--- src/rtl/dff_pipe_pkg.sv ---
// Shared constants for the dff family: default data width, default pipeline
// depth and the width of the pipeline occupancy count.
package dffx;

    localparam int dff_bits_count = 8;
    localparam int dff_pipe_depth = 3;

    // Bits needed to count 0..depth valid stages.
    function automatic int occ_width(input int depth);
        return $clog2(depth + 1);
    endfunction

endpackage

--- src/rtl/dff_pipe_stage.sv ---
// One elastic pipeline stage: a valid bit plus a data register.
// The stage accepts from upstream whenever it is empty or downstream takes its
// current word; data only loads on a valid word so bubbles do not toggle it.
module dff_pipe_stage
    import dffx::*;
#(
    parameter int               WIDTH       = dff_bits_count,
    parameter logic [WIDTH-1:0] RESET_VALUE = '0
) (
    input  logic             clk,
    input  logic             rst,
    input  logic             clear,
    input  logic             up_valid,
    input  logic [WIDTH-1:0] up_data,
    output logic             up_ready,
    input  logic             down_ready,
    output logic             valid,
    output logic [WIDTH-1:0] data
);

    // Ready to load when empty or when the current word leaves this cycle.
    assign up_ready = !valid | down_ready;

    // Stage registers: clear on reset/flush, otherwise load when ready.
    always_ff @(posedge clk) begin
        if (rst || clear) begin
            valid <= 1'b0;
            data  <= RESET_VALUE;
        end else if (up_ready) begin
            valid <= up_valid;
            if (up_valid) begin
                data <= up_data;
            end
        end
    end

endmodule

--- src/rtl/dff_pipe.sv ---
// DEPTH-stage registered pipeline with valid/ready backpressure, bubble
// collapse under stall, synchronous flush and a registered occupancy count.
//
// Handshake: a word moves across an interface at a rising edge exactly when
// valid and ready are both 1 in the cycle before that edge. Ready never
// depends on the same interface's valid; upstream may hold valid while
// ready is 0 and the held word is taken later, never dropped.
module dff_pipe
    import dffx::*;
#(
    parameter int               WIDTH       = dff_bits_count,
    parameter int               DEPTH       = dff_pipe_depth,
    parameter logic [WIDTH-1:0] RESET_VALUE = '0
) (
    input  logic                          clk,
    input  logic                          rst,
    input  logic                          flush,
    input  logic                          in_valid,
    output logic                          in_ready,
    input  logic [WIDTH-1:0]              in_data,
    output logic                          out_valid,
    input  logic                          out_ready,
    output logic [WIDTH-1:0]              out_data,
    output logic [occ_width(DEPTH)-1:0]   occupancy
);

    localparam int               OW        = occ_width(DEPTH);
    localparam logic [OW-1:0]    DEPTH_CNT = OW'(DEPTH);

    if (DEPTH < 1) begin : g_bad_depth
        $error("dff_pipe: DEPTH must be >= 1");
    end

    logic [DEPTH-1:0] v;
    logic [WIDTH-1:0] d [DEPTH];
    logic [DEPTH:0]   rdy;
    logic [DEPTH-1:0] stage_rdy;
    logic             in_xfer;
    logic             out_xfer;

    // Ready chain from the output back to stage 0: a stage can load when it
    // is empty or everything ahead of it can advance.
    always_comb begin
        logic r;
        r          = out_ready;
        rdy        = '0;
        rdy[DEPTH] = out_ready;
        for (int i = DEPTH - 1; i >= 0; i--) begin
            r      = !v[i] | r;
            rdy[i] = r;
        end
    end

    assign in_ready  = rdy[0] & !flush & !rst;
    assign in_xfer   = in_valid & in_ready;
    assign out_valid = v[DEPTH-1] & !flush;
    assign out_data  = d[DEPTH-1];
    assign out_xfer  = out_valid & out_ready;

    for (genvar i = 0; i < DEPTH; i++) begin : g_stage
        logic             up_valid_i;
        logic [WIDTH-1:0] up_data_i;

        if (i == 0) begin : g_first
            assign up_valid_i = in_xfer;
            assign up_data_i  = in_data;
        end else begin : g_next
            assign up_valid_i = v[i-1];
            assign up_data_i  = d[i-1];
        end

        dff_pipe_stage #(
            .WIDTH       (WIDTH),
            .RESET_VALUE (RESET_VALUE)
        ) u_stage (
            .clk        (clk),
            .rst        (rst),
            .clear      (flush),
            .up_valid   (up_valid_i),
            .up_data    (up_data_i),
            .up_ready   (stage_rdy[i]),
            .down_ready (rdy[i+1]),
            .valid      (v[i]),
            .data       (d[i])
        );
    end

    // Occupancy tracks accepted minus delivered words; simultaneous in/out cancels.
    always_ff @(posedge clk) begin
        if (rst || flush) begin
            occupancy <= '0;
        end else if (in_xfer && !out_xfer) begin
            occupancy <= occupancy + OW'(1);
        end else if (!in_xfer && out_xfer) begin
            occupancy <= occupancy - OW'(1);
        end
    end

    // Structural invariants: count bounded by depth, stage readies match the chain.
    always_ff @(posedge clk) begin
        if (!rst) begin
            assert (occupancy <= DEPTH_CNT);
            assert (stage_rdy == rdy[DEPTH-1:0]);
        end
    end

endmodule
--- config.mk ---
export PLATFORM = sky130hd
export DESIGN_NAME = dff_pipe
export DESIGN_NICKNAME = d
export VERILOG_FILES = /design/src/rtl/dff_pipe_pkg.sv /design/src/rtl/dff_pipe_stage.sv /design/src/rtl/dff_pipe.sv
export SDC_FILE = /design/constraint.sdc
export NUM_CORES = 1
export LEC_CHECK = 0
export CORE_AREA = 2 2 51 53
export CTS_CLUSTER_DIAMETER = 120
export DETAILED_ROUTE_END_ITERATION = 8
export DIE_AREA = 0 0 53 55
export PLACE_DENSITY = 0.83
export SLEW_MARGIN = 20
export SYNTH_ARGS = -nofsm -noshare
export SYNTH_HDL_FRONTEND = slang
export SYNTH_SLANG_ARGS = --single-unit
--- constraint.sdc ---
create_clock -name clk -period 2.9 [get_ports clk]
set_clock_uncertainty 0.1 [all_clocks]
set_input_delay 0.58 -clock clk [delete_from_list [all_inputs] [get_ports clk]]
set_output_delay 0.58 -clock clk [all_outputs]
set_load 0.005 [all_outputs]
# Word-level counts from Yosys, hierarchy flattened

Index checks and enable logic that the tools add are counted.

Bitwise gates (word level): 8
Muxes and demuxes: 2
Add/sub/neg operators: 2
Reductions and logical operators: 14

Operators with widths:

| cell                                                                | count |
|---|---|
| 1-bit logical NOT                                                   | 7 |
| 2-bit AND reduction                                                 | 3 |
| 1-bit AND                                                           | 5 |
| 2-bit two-way mux                                                   | 2 |
| 1-bit bitwise OR                                                    | 3 |
| 2-bit by 1-bit adder with 2-bit output (second input constant)      | 1 |
| 1-bit logical AND                                                   | 2 |
| 2-bit nonzero test                                                  | 1 |
| 2-bit by 1-bit subtractor with 2-bit output (second input constant) | 1 |
| 1-bit logical OR                                                    | 1 |

Input port bits: 13
Logic and storage cells: 33
Register bits after elaboration: 29
Output and inout port bits: 12

# Logic depth before layout (Yosys ltp)

Gate-level depths: netlist (run 1).

Depth after elaboration: 11
Mapped depth: 9
Mapped depth without buffers: 7

# Modules after synthesis

From an unflattened synthesis (run 1), not the netlist that was laid out.

Cells, all modules: 134
Area, all modules: 1268.7 um^2

By module, submodules not included:

| module         | seq. area each (um^2) | area an instance (um^2) | cells an instance | instances |
|---|---|---|---|---|
| dff_pipe_stage | 180.2                 | 376.6                   | 39                | 3 |
| dff_pipe       | 40.0                  | 138.9                   | 17                | 1 |

# Worst setup path before layout (run 1)

OpenSTA, ideal clock, no wires.

Path kind: input port to flip-flop
Start: input port out_ready
End: register occupancy[1]
Arrival time: 1986 ps
Buffers on the path: 2
Setup slack: 744 ps
Library setup time: 70 ps
Data required time: 2730 ps
Stages on the path: 8
Cell sequence: nand2b_4 > buf_6 > o211ai_2 > buf_6 > inv_1 > ha_1 > or3_1 > a21oi_1

Longest elaborated chain between the ends: 9
Elaborated cells on any way between the ends: 13
Those cells by class: mux (1); bitwise (7); reduce/logical (5)

Ends and longest elaborated chain:

| what                                  | RTL line             | RTL |
|---|---|---|
| start: declaration                    | dff_pipe.sv:22       | `input logic out_ready,` |
| 1-bit bitwise OR * (3 in series)      | dff_pipe.sv:49       | `r = !v[i] \| r;` |
| 1-bit AND * (2 in series)             | dff_pipe.sv:54       | `assign in_ready = rdy[0] & !flush & !rst;` |
| 1-bit AND *                           | dff_pipe.sv:55       | `assign in_xfer = in_valid & in_ready;` |
| named net g_stage[0].u_stage.up_valid | dff_pipe_stage.sv:13 | `input logic up_valid,` |
| 1-bit logical NOT                     | dff_pipe.sv:94       | `end else if (!in_xfer && out_xfer) begin` |
| 1-bit logical AND                     | dff_pipe.sv:94       |  |
| 2-bit nonzero test (no line)          | --                   |  |
| end signal: assignment                | dff_pipe.sv:93       | `occupancy <= occupancy + OW'(1);` |
| end signal: assignment                | dff_pipe.sv:95       | `occupancy <= occupancy - OW'(1);` |
| end: declaration                      | dff_pipe.sv:24       | `output logic [occ_width(DEPTH)-1:0] occupancy` |

Mark *: on every way through the listed nets, which the timed path passes. The rest lies on a longest branch.
A chain may end at the register's enable or synchronous reset.

# Final worst setup path (run 1)

Start: input port flush
End: output port in_ready

Longest elaborated chain between the ends: 3

Ends and longest elaborated chain:

| what                    | RTL line       | RTL |
|---|---|---|
| start: declaration      | dff_pipe.sv:17 | `input logic flush,` |
| 1-bit logical NOT       | dff_pipe.sv:54 |  |
| 1-bit AND (2 in series) | dff_pipe.sv:54 |  |
| end: declaration        | dff_pipe.sv:19 | `output logic in_ready,` |

Every way passes these cells.

==> results of run 1 <==
==> metrics by stage <==
stage	util	worst slack, ps	hold WS, ps	cell area, µm²
final	0.633	211	364	1500
after global routing	0.633	155	394	1500
after CTS	0.633	209	365	1500
after detailed placement	0.603	206	348	1430
after global placement	0.603	209	346	1430
after floorplan	-	744	335	1160
==> power by group <==
part | switching, µW | internal (µW) | total [µW] | leakage (µW)
logic | 21.9 | 30.5 | 52.4 | 0.000342
clock network | 138 | 140 | 278 | 0.0000413
registers | 3.51 | 404 | 408 | 0.000235
==> state kept, by name, summed over array words and instances (netlist names) <==
name and cells:
g_stage.u_stage.data 24, g_stage.u_stage.valid 3, occupancy 2
==> worst max-delay path, delay by kind of cell <==
family	cells	cell delay, ps
simple gates	1	270
buf+inv	2	1000
compound gates	1	160
==> kinds of logic after synthesis <==
logic type / count (synthesis)
AOI/OAI and AO/OA: 24
xor gates and xnor gates: 2
adders and majority gates: 1
buffers and inverters: 18
DFF: 29
muxes: 16
and+or+nand+nor: 35
==> layout by cell type, fill, tap and decap left out <==
| cell | n |
|---|---|
| dfxtp_1 | 29 |
| clkdlybuf4s50_1 | 24 |
| nand2_1 | 18 |
| mux2i_1 | 16 |
| a21oi_1 | 11 |
| inv_1 | 10 |
| o21ai_0 | 9 |
| nand3_1 | 8 |
| clkbuf_4 | 5 |
| buf_4 | 5 |
| nor2_1 | 3 |
| a31oi_1 | 2 |
| xor2_1 | 2 |
| clkbuf_8 | 2 |
| nand2b_4 | 1 |
| nor2_4 | 1 |
| o211ai_2 | 1 |
| and2b_1 | 1 |
| or2_1 | 1 |
| nor2b_1 | 1 |
| a21boi_1 | 1 |
| or3_1 | 1 |
| ha_1 | 1 |
| clkinv_2 | 1 |
==> final timing paths <==
kind	depth (start not counted)	to	startpoint	slack, ps
hold / removal	2	g_stage[1].u_stage.data[1]	g_stage[1].u_stage.data[1]	360
hold reg to reg	2	g_stage[1].u_stage.data[1]	g_stage[1].u_stage.data[1]	360
setup / recovery	4	in_ready	flush	210
setup reg to reg	6	occupancy[1]	g_stage[1].u_stage.valid	960
==> per-layer routing <==
metal | routed length, µm | global-route usage
met5 | 0 | 0
met3 | 130 | 0.0806
met1 | 889 | 0.196
met2 | 1060 | 0.296
met4 | 27 | 0.0897
==> final cells by class <==
class                           instances  share of cell area
Tap cell                               30              0.0251
Clock buffer                            7              0.0435
Multi-Input combinational cell         78               0.329
Timing Repair Buffer                   29               0.186
Sequential cell                        29               0.388
Inverter                               10              0.0251
Clock inverter                          1             0.00334
==> impl_metrics.env, run 1 <==
export IMPL_status="completed"
export IMPL_vias=909
export IMPL_hold_violations=0
export IMPL_synth_top_family_by_area="simple AND/OR/NAND/NOR gates"
export IMPL_ys_seq_area_frac=0.498
export IMPL_synth_area_top_cells="dfxtp_1, mux2i_1, nand2_1"
export IMPL_multiInputGateArea_um2=493
export IMPL_antenna_found_initial=0
export IMPL_cts_tree="yes"
export IMPL_p_leak_uw=0.000618
export IMPL_syn_avg_cell_area_um2=9.32
export IMPL_peakVddDrop_mv=0.410
export IMPL_synth_cell_area_um2=1160
export IMPL_synth_cells=125
export IMPL_cpPeakStageDelay_ps=530
export IMPL_ys_flop_type="dfxtp_1"
export IMPL_synth_warnings=0
export IMPL_synth_edf_count=0
export IMPL_finalCritPeriodShare=0.927
export IMPL_io_buffers=24
export IMPL_clk_insertion_delay_late_ps=330
export IMPL_cts_hold_buffers_added=0
export IMPL_crit_chain="clkdlybuf4s50_1 > or2_1 > a31oi_1 > clkdlybuf4s50_1"
export IMPL_path_clk_slew_ps=90
export IMPL_clk_path_buf_depth=2
export IMPL_drt_pass1_iterations=4
export IMPL_async_flop_share=0
export IMPL_htree_num_levels=2
export IMPL_synthMuxAreaShare=0.137
export IMPL_tightest_slew_ps=414
export IMPL_dp_hpwl_mm=1.56
export IMPL_gp_congestion=0.821
export IMPL_viasPerCell=4.94
export IMPL_num_fill_cells=222
export IMPL_regArea_um2=581
export IMPL_crit_arrival_ps=2010
export IMPL_p_per_area_nw_per_um2=493
export IMPL_ys_ff_latch=29
export IMPL_syn_to_final_growth_pct=28.5
export IMPL_fp_dieW_um=53
export IMPL_critPathCaptureType="output port"
export IMPL_grt_pass1_vias=790
export IMPL_worstSetupPathType="in2out"
export IMPL_cts_inserted_buffers=5
export IMPL_grt_max_degree=17
export IMPL_wl_per_cell_um=11.5
export IMPL_rsz0062_at_grt="no"
export IMPL_clock_sinks=29
export IMPL_postCtsSetupBuffers=0
export IMPL_power_uw=738
export IMPL_clock_root_buffer="clkbuf_4"
export IMPL_coreArea_um2=2360
export IMPL_finalWirelength_mm=2.11
export IMPL_max_freq_mhz=372
export IMPL_final_cells=184
export IMPL_antenna_cells=0
export IMPL_dp_cells=176
export IMPL_synthesis_nets=139
export IMPL_track_usage=0.179
export IMPL_antenna_left=0
export IMPL_maxCapViolCount=0
export IMPL_synth_cell_types=23
export IMPL_synth_xor_area_frac=0.0150
export IMPL_cts_resized_gates=0
export IMPL_setup_viol=0
export IMPL_yosys_area_top_type="dfxtp_1"
export IMPL_fin_crit_ps=2690
export IMPL_path_common_cell="clkdlybuf4s50_1"
export IMPL_grt_pass1_wl_mm=3.52
export IMPL_relSlewSlack=0.724
export IMPL_drive_above_1_share=0.104
export IMPL_cp_slowest_cell="clkdlybuf4s50_1"
export IMPL_synth_compound_area_frac=0.114
export IMPL_finalSetupTns_ps=0
export IMPL_dieArea_um2=2920
export IMPL_drt_iter0_drc=13
export IMPL_yosysTopAreaCellShare=0.498
export IMPL_yosys_area_share_adder=0.0107
export IMPL_crit_fanout=3
export IMPL_globalRouteOverflowTotal=0
export IMPL_final_net_count=167
export IMPL_die_h_um=55
export IMPL_report_final_slew_viol_count=0
export IMPL_startpoint_type="primary input"
export IMPL_hold_path_class="reg2reg"
export IMPL_post_synth_top_count_cell="dfxtp_1"
export IMPL_synth_commonest_cells="dfxtp_1, nand2_1, mux2i_1, a21oi_1, inv_1"
export IMPL_drc=0
export IMPL_fp_row_count=18
export IMPL_cp_required_ps=2220
export IMPL_io_pins=25
export IMPL_start_util=0.493
export IMPL_synthSimpleGateAreaFrac=0.146
No activity file was read; power rests on OpenSTA's default activity.
==> run 2: changes to the inputs <==
CTS_CLUSTER_DIAMETER = 40   (was 120)
==> results of run 2 <==
Final layout, timing and power as in run 1 (identical DEF).
==> run 3: changes to the inputs <==
CORE_AREA = 2 2 52 54   (was 2 2 51 53)
DIE_AREA = 0 0 54 56   (was 0 0 53 55)
PLACE_DENSITY = 0.8   (was 0.83)
clock period = 2.6 ns   (was 2.9 ns; I/O delays follow)
==> run 3 against run 2 <==
Net effect: design area is the same; critical path depth did not move; sequential share of layout area unchanged; worst setup slack worse by 130 ps; final cell count rose by 0.54%; non-clock buffer count grew 2.
==> impl_metrics.env, run 3 (synthesized netlist as in run 1, its figures left out) <==
export IMPL_clock_sinks=29
export IMPL_hold_path_class="reg2reg"
export IMPL_globalRouteOverflowTotal=0
export IMPL_final_cells=185
export IMPL_drive_above_1_share=0.103
export IMPL_cp_slowest_cell="clkdlybuf4s50_1"
export IMPL_syn_to_final_growth_pct=28.5
export IMPL_critPathCaptureType="output port"
export IMPL_rsz0062_at_grt="no"
export IMPL_hold_depth=2
export IMPL_timing_rr_start="g_stage[1].u_stage.valid"
export IMPL_p_leak_uw=0.000617
export IMPL_rr_worst_depth=6
export IMPL_cts_tree="yes"
export IMPL_cts_hold_buffers_added=0
export IMPL_status="completed"
export IMPL_layout_common_cells="dfxtp_1, clkdlybuf4s50_1, nand2_1, mux2i_1, a21oi_1"
export IMPL_path_clk_slew_ps=80
export IMPL_peakVddDrop_mv=0.296
export IMPL_htree_num_levels=2
export IMPL_coreArea_um2=2430
export IMPL_cpPeakStageDelay_ps=520
export IMPL_die_h_um=56
export IMPL_comb_power_share=0.077
export IMPL_hold_violations=0
export IMPL_grt_pass1_wl_mm=3.65
export IMPL_wl_per_cell_um=12.0
export IMPL_start_util=0.479
export IMPL_fp_row_count=18
export IMPL_viasPerCell=4.97
export IMPL_antenna_found_initial=0
export IMPL_finalWirelength_mm=2.22
export IMPL_io_buffers=24
export IMPL_path_common_cell="clkdlybuf4s50_1"
export IMPL_p_clk_frac=0.345
export IMPL_maxCapViolCount=0
export IMPL_grt_pass1_vias=846
export IMPL_multiInputGateArea_um2=493
export IMPL_clock_root_buffer="clkbuf_4"
export IMPL_dp_hpwl_mm=1.63
export IMPL_regArea_um2=581
export IMPL_p_sw_uw=174
export IMPL_cts_inserted_buffers=5
export IMPL_largest_reg_flops=24
export IMPL_gp_congestion=0.680
export IMPL_relSlewSlack=0.687
export IMPL_min_to="g_stage[1].u_stage.data[0]"
export IMPL_fp_dieW_um=54
export IMPL_hold_start="g_stage[1].u_stage.data[0]"
export IMPL_postCtsSetupBuffers=0
export IMPL_place_area_um2=1440
export IMPL_antenna_left=0
export IMPL_dieArea_um2=3020
export IMPL_crit_chain="clkdlybuf4s50_1 > and2b_1 > a31oi_1 > clkdlybuf4s50_1"
export IMPL_clk_insertion_delay_late_ps=330
export IMPL_report_final_slew_viol_count=0
export IMPL_regToRegSetupSlack_ps=620
export IMPL_drt_iter0_drc=24
export IMPL_startpoint_type="primary input"
export IMPL_io_pins=25
export IMPL_tightest_slew_ps=469
export IMPL_p_int_uw=614
export IMPL_num_fill_cells=211
export IMPL_setup_slack_ps=80.7
export IMPL_finalSetupTns_ps=0
export IMPL_crit_arrival_ps=1900
export IMPL_crit_fanout=3
export IMPL_setup_viol=0
export IMPL_stdcell_area_um2=1500
export IMPL_drc=0
export IMPL_antenna_cells=0
export IMPL_grt_max_degree=17
export IMPL_swShare=0.221
export IMPL_track_usage=0.171
export IMPL_drt_pass1_iterations=4
export IMPL_final_common_cell="dfxtp_1"
export IMPL_worstSetupPathType="in2out"
export IMPL_vias=920
export IMPL_finalCritPeriodShare=0.969
export IMPL_p_per_area_nw_per_um2=526
export IMPL_top_register="g_stage.u_stage.data"
export IMPL_clk_path_buf_depth=2
export IMPL_seq_power_share=0.577
export IMPL_cp_required_ps=1980
export IMPL_cts_resized_gates=0
export IMPL_final_net_count=169
export IMPL_top_regs="g_stage.u_stage.data: 24 flops, g_stage.u_stage.valid: 3 flops, occupancy: 2 flops"
export IMPL_fin_crit_ps=2520
export IMPL_reg2reg_to="occupancy[1]"
export IMPL_dp_cells=178
export IMPL_place_ws_ps=80.2
export IMPL_max_freq_mhz=397
==> run 3: cell types whose count changed in the layout (fill, tap and decap cells not counted), sizes merged <==
| cell | before | now |
|---|---|---|
| buf | 5 | 7 |
| clkinv | 1 | 0 |
==> run 3: worst max-delay path, delay by kind of cell <==
| kind | cells | cell delay (ps) |
|---|---|---|
| buf+inv | 2 | 1010 |
| simple gates | 1 | 200 |
| compound gates | 1 | 160 |
==> run 3: how the worst max path moves through the flow <==
stage / start / end / slack, ps / cells after the start
global route: out_ready / in_ready / 40 / 4
global placement: out_ready / in_ready / 90 / 4
floorplan: out_ready / occupancy[1] / 500 / 8
CTS: out_ready / in_ready / 80 / 4
detailed placement: out_ready / in_ready / 80 / 4
finish: out_ready / in_ready / 80 / 4
==> run 3: stage by stage <==
stage | utilization | hold WS [ps] | total power [µW]
final | 0.615 | 364 | 788
after global routing | 0.615 | 390 | 822
after CTS | 0.615 | 365 | 791
after detailed placement | 0.593 | 352 | 526
after global placement | 0.593 | 349 | 524
after floorplan | - | 335 | 495
==> run 3: per-layer routing <==
layer	routed length, µm	global-route usage	up-vias
li1	-	-	472
met1	936	0.190	406
met2	1090	0.267	35
met3	140	0.0726	7
met4	55	0.0964	0
met5	0	0	-
==> run 3: power groups by stage <==
stage	Clock (µW)	Combinational (µW)	Sequential (µW)
2_1_floorplan	0	31.2	464
3_3_place_gp	0	59.5	465
3_5_place_dp	0	61.0	465
4_1_cts	275	61.2	455
5_1_grt	301	65.6	456
6_report	272	60.9	455
==> run 3: layout make-up <==
class,count,share of cell area
Clock buffer,7,0.0368
Inverter,10,0.0251
Sequential cell,29,0.388
Multi-Input combinational cell,78,0.329
Timing Repair Buffer,31,0.196
Tap cell,30,0.0251
